## config.mk

```make
export PLATFORM = sky130hd
export DESIGN_NAME = ram_port_arbiter
export DESIGN_NICKNAME = d
export VERILOG_FILES = /design/src/rtl/ram_port_arbiter.sv
export SDC_FILE = /design/constraint.sdc
export NUM_CORES = 1
export LEC_CHECK = 0
export CAP_MARGIN = 20
export CORE_ASPECT_RATIO = 0.5
export CORE_MARGIN = 2
export CORE_UTILIZATION = 30
export CTS_CLUSTER_DIAMETER = 150
export CTS_CLUSTER_SIZE = 10
export DETAILED_ROUTE_END_ITERATION = 8
export PLACE_DENSITY_LB_ADDON = 0.05
export SLEW_MARGIN = 30
export SYNTH_ARGS = -nofsm -noshare
export SYNTH_HDL_FRONTEND = slang
export SYNTH_SLANG_ARGS = --single-unit
```

## constraint.sdc

```tcl
create_clock -name clk -period 4.9 [get_ports clk]
set_clock_uncertainty 0.05 [all_clocks]
set_input_delay 0.49 -clock clk [delete_from_list [all_inputs] [get_ports clk]]
set_output_delay 0.49 -clock clk [all_outputs]
set_load 0.01 [all_outputs]
```

## src/rtl/ram_port_arbiter.sv

```systemverilog
// Two-master arbiter for the single-port main RAM (CPU datapath and debug/loader).
// One access at a time, sequenced IDLE -> ACCESS (RAM_LAT cycles) -> RESP.
module ram_port_arbiter #(
    parameter int unsigned ADDR_W  = 9,
    parameter int unsigned DATA_W  = 32,
    parameter int unsigned RAM_LAT = 1
) (
    input  logic              clk,
    input  logic              reset,
    input  logic              cpu_req,
    input  logic              cpu_we,
    input  logic [ADDR_W-1:0] cpu_addr,
    input  logic [DATA_W-1:0] cpu_wdata,
    output logic              cpu_ack,
    output logic [DATA_W-1:0] cpu_rdata,
    input  logic              dbg_req,
    input  logic              dbg_we,
    input  logic [ADDR_W-1:0] dbg_addr,
    input  logic [DATA_W-1:0] dbg_wdata,
    output logic              dbg_ack,
    output logic [DATA_W-1:0] dbg_rdata,
    input  logic              dbg_lock,
    output logic [ADDR_W-1:0] ram_addr,
    output logic [DATA_W-1:0] ram_wdata,
    output logic              ram_we,
    input  logic [DATA_W-1:0] ram_rdata,
    output logic              busy,
    output logic              grant_dbg
);

    typedef enum logic [1:0] {StIdle, StAccess, StResp} state_e;

    localparam logic [2:0] LatInit = 3'(RAM_LAT);

    state_e     state_q, state_d;
    logic [2:0] lat_cnt_q;
    logic       last_grant_q;  // 1 = debug was granted last
    logic       cur_we_q;
    logic       cpu_elig;
    logic       grant_any;
    logic       pick_dbg;

    always_comb begin
        cpu_elig  = cpu_req & ~dbg_lock;
        grant_any = dbg_req | cpu_elig;
        // Debug wins when the CPU is not eligible, or on a tie when the CPU went last.
        pick_dbg  = dbg_req & (~cpu_elig | ~last_grant_q);

        state_d = state_q;
        unique case (state_q)
            StIdle:   if (grant_any) state_d = StAccess;
            StAccess: if (lat_cnt_q == 3'd1) state_d = StResp;
            StResp:   state_d = StIdle;
            default:  state_d = StIdle;
        endcase

        busy    = (state_q != StIdle);
        cpu_ack = (state_q == StResp) & ~grant_dbg;
        dbg_ack = (state_q == StResp) & grant_dbg;
    end

    always_ff @(posedge clk or posedge reset) begin
        if (reset) begin
            state_q      <= StIdle;
            lat_cnt_q    <= 3'd0;
            last_grant_q <= 1'b1;
            cur_we_q     <= 1'b0;
            grant_dbg    <= 1'b0;
            ram_addr     <= '0;
            ram_wdata    <= '0;
            ram_we       <= 1'b0;
            cpu_rdata    <= '0;
            dbg_rdata    <= '0;
        end else begin
            state_q <= state_d;
            ram_we  <= 1'b0;
            unique case (state_q)
                StIdle: begin
                    if (grant_any) begin
                        ram_addr     <= pick_dbg ? dbg_addr : cpu_addr;
                        ram_wdata    <= pick_dbg ? dbg_wdata : cpu_wdata;
                        ram_we       <= pick_dbg ? dbg_we : cpu_we;
                        cur_we_q     <= pick_dbg ? dbg_we : cpu_we;
                        grant_dbg    <= pick_dbg;
                        last_grant_q <= pick_dbg;
                        lat_cnt_q    <= LatInit;
                    end
                end
                StAccess: begin
                    lat_cnt_q <= lat_cnt_q - 3'd1;
                    if (lat_cnt_q == 3'd1 && !cur_we_q) begin
                        if (grant_dbg) dbg_rdata <= ram_rdata;
                        else           cpu_rdata <= ram_rdata;
                    end
                end
                default: ;
            endcase
        end
    end

endmodule

```

==> results.md <==
* # placed instances at 851
* TritonCTS Buffers at 17
* Mux cell area share after synthesis at 0.138
* Post-synthesis adder-cell area fraction at 0.00480
* Number of flops mapped to enable cells by yosys at 0
* R2R Setup Slk at 2.61 ns
* Slowest stage cell on the critical path: a21oi_4
* Final WL at 15900 um
* Dpl ws at 1.72 ns
* Post-CTS setup buffers at 0
* Largest family of logic cells by synthesized area: compound AO/OA/AOI/OAI gates
* Worst slew pin tran at 0.969 ns
* P per Cell Area at 638 mW/mm^2
* Relative slew slack at 0.354
* ANT nets after route at 0
* CTS tree: done
* TritonCTS Sinks at 114
* CP arrival at 3.02 ns
* Die area at 0.0185 mm^2
* Synth Area in XOR/XNOR at 0.00168
* Pre-antenna DRT Iters at 4
* Seq/Total Area, Yosys at 0.547
* Part of the cycle the worst path needs at 0.560
* DP Area at 0.00769 mm^2
* First-pass GRT wire length at 25400 um
* Post-CTS Hold Fix Bufs at 0
* Startpoint types: input port
* Yosys Warn Count at 0
* Utilization after layout at 0.484
* Total negative slack at 0 ns
* FP Rows at 34
* Maximum number of pins on one net before global-route repair at 86
* Status: finished, final reports clean
* Yosys cell types at 31
* Vias per inst at 4.94
* Crit-path max FO at 44
* Crit path largest cell delay at 0.83 ns
* Top Ports at 231
* Vias after detailed routing at 4361
* Critical-path cell list: clkdlybuf4s50_1, nand2b_2, a21oi_4, buf_4, a2bb2oi_1
* Crit. Startpoint: dbg_lock
* Synth Area in Compound Gates at 0.194
* 1st-iter DRT viols at 187
* Post-layout instance area at 0.00831 mm^2
* Placer Congestion at 0.733
* H-tree depth at 4
* DP Wirelength at 10100 um
* Fmax at 364 MHz
* Fin. Hold Viols at 0
* Starting Density at 0.304
* Area of the mapped netlist at 0.00522 mm^2
* Post-Syn Area per Cell at 12.4 um^2
* Mapped Cells at 420
* Layout cell share with drive strength beyond 1 at 0.167
* Grt total ovfl at 0
* Most common cell after layout, fill and taps aside: clkdlybuf4s50_1
* Endpoints failing setup at 0
* Nets at 760
* Ant. Diodes at 0
* Fin cells at 882
* Prevailing post-synth register cell: dfrtp_1
* Lkg Pwr at 3.32 nW
* DRC errors left at 0
* Port Buffer Count at 230
* Clk pin slew, worst setup/hold paths at 0.06 ns
* Fin crit period at 2.74 ns
* Worst EP required at 5.18 ns
* Final Slew Violations at 0
* Synth Area in Simple Gates at 0.0751
* Syn nets at 543
* Worst Setup EP: ram_wdata[5]$_DFFE_PP0P_
* Core Footprint at 0.0172 mm^2
* Crit path kind: input port to register
* Maximum vdd drop at 0.000259 V
* Final Worst Setup Slack at 2.16 ns
* RSZ-0062 raised after global routing: no
* Die Y-Extent at 97.2 um
* Asr flop ratio synth at 1.00
* Die Wd at 190 um
* Reg2reg end: ram_wdata[5]$_DFFE_PP0P_
* Fillers at 1565
* WHS Path Cells at 1
* Kind of end point of the critical path: register
* Post-CTS Resized at 0
* Worst Hold Class: register to register
* Antenna violations before repair at 0
* Yosys reg bits at 114
* Most frequent cells in the layout: clkdlybuf4s50_1, dfrtp_1, mux2_2
* DR WL/cell at 18.0 um
* Clock buffer depth at 2
* Tot GR Track Use at 0.178
* Reg2reg path depth at 4
* Root Driver: clkbuf_16
* Via count of the first global-routing pass at 4665
* Worst skew pair latency at 0.41 ns
* Worst r2r src: state_q[0]$_DFFE_PP0P_
* Max-cap violations at 0
* Area Growth Syn to Fin at 59.4%
-- cell usage after synthesis, types with 3 or more instances --
cell type / number / area share
mux2_2: 60 / 0.13
nand2_1: 4 / 0.0029
buf_6: 3 / 0.0065
dfrtp_1: 113 / 0.54
a2bb2oi_1: 42 / 0.071
mux2_1: 4 / 0.0086
clkbuf_1: 26 / 0.019
and2_1: 42 / 0.050
o21ai_0: 43 / 0.041
buf_2: 11 / 0.011
nand3b_1: 3 / 0.0043
inv_1: 4 / 0.0029
a221oi_1: 42 / 0.071
-- kinds of logic after synthesis --
group                      count (synthesis)
AOI/OAI and AO/OA                        134
xor gates and xnor gates                   1
adders and majority gates                  2
buffers and inverters                     45
DFF                                      114
muxes                                     64
and+or+nand+nor                           60
-- flip-flops by register name, indices dropped and copies added, names as in the netlist --
| name | count |
|---|---|
| last_grant_q | 1 |
| cur_we_q | 1 |
| lat_cnt_q | 3 |
| ram_addr | 9 |
| cpu_rdata | 32 |
| state_q | 2 |
| dbg_rdata | 32 |
| ram_wdata | 32 |
| grant_dbg | 1 |
| ram_we | 1 |
-- where the power goes --
group	switching (mW)	internal, mW	leakage [nW]
Sequential	0.272	1.42	1.33
Clock	0.434	0.846	0.301
Combinational	0.928	1.40	1.69
Total	1.63	3.67	3.32
-- worst max-delay path, delay by kind of cell --
kind | cells | cell delay (ns)
compound gates | 2 | 1.04
buf+inv | 2 | 0.82
simple gates | 1 | 0.65
-- worst min-delay path by stage --
| stage | from | endpoint |
|---|---|---|
| CTS | cpu_rdata[29]$_DFFE_PP0P_ | cpu_rdata[29]$_DFFE_PP0P_ |
| detailed placement | cpu_rdata[29]$_DFFE_PP0P_ | cpu_rdata[29]$_DFFE_PP0P_ |
| global placement | cpu_rdata[0]$_DFFE_PP0P_ | cpu_rdata[0]$_DFFE_PP0P_ |
| floorplan | last_grant_q$_DFFE_PP1P_ | last_grant_q$_DFFE_PP1P_ |
| finish | cpu_rdata[29]$_DFFE_PP0P_ | cpu_rdata[29]$_DFFE_PP0P_ |
| global route | cpu_rdata[22]$_DFFE_PP0P_ | cpu_rdata[22]$_DFFE_PP0P_ |
-- layout make-up --
class | count | area, um^2 | share of cell area
clock buffers | 21 | 480 | 0.0578
clock inverters | 9 | 130 | 0.0157
inverters | 4 | 20.0 | 0.00241
multi-input cells | 261 | 2160 | 0.260
flip-flops and latches | 114 | 2850 | 0.343
well taps | 234 | 293 | 0.0352
repair buffers | 239 | 2370 | 0.286
-- stage by stage --
step                      hold WS (ns)  total power, mW
after floorplan                  0.417             2.80
after global placement           0.418             4.04
after detailed placement         0.432             4.05
after CTS                        0.450             5.37
after global routing             0.462             5.64
final                            0.446             5.31
-- routing by layer --
metal  global-route usage  wire, um  vias to the layer above
li1                     -         -                     2019
met3               0.0787      1390                       17
met4               0.0495       211                        0
met2                0.280      7370                      140
met1                0.222      6930                     2185
met5                    0         0                        -
Note: power is estimated with default switching activity, not from simulation.
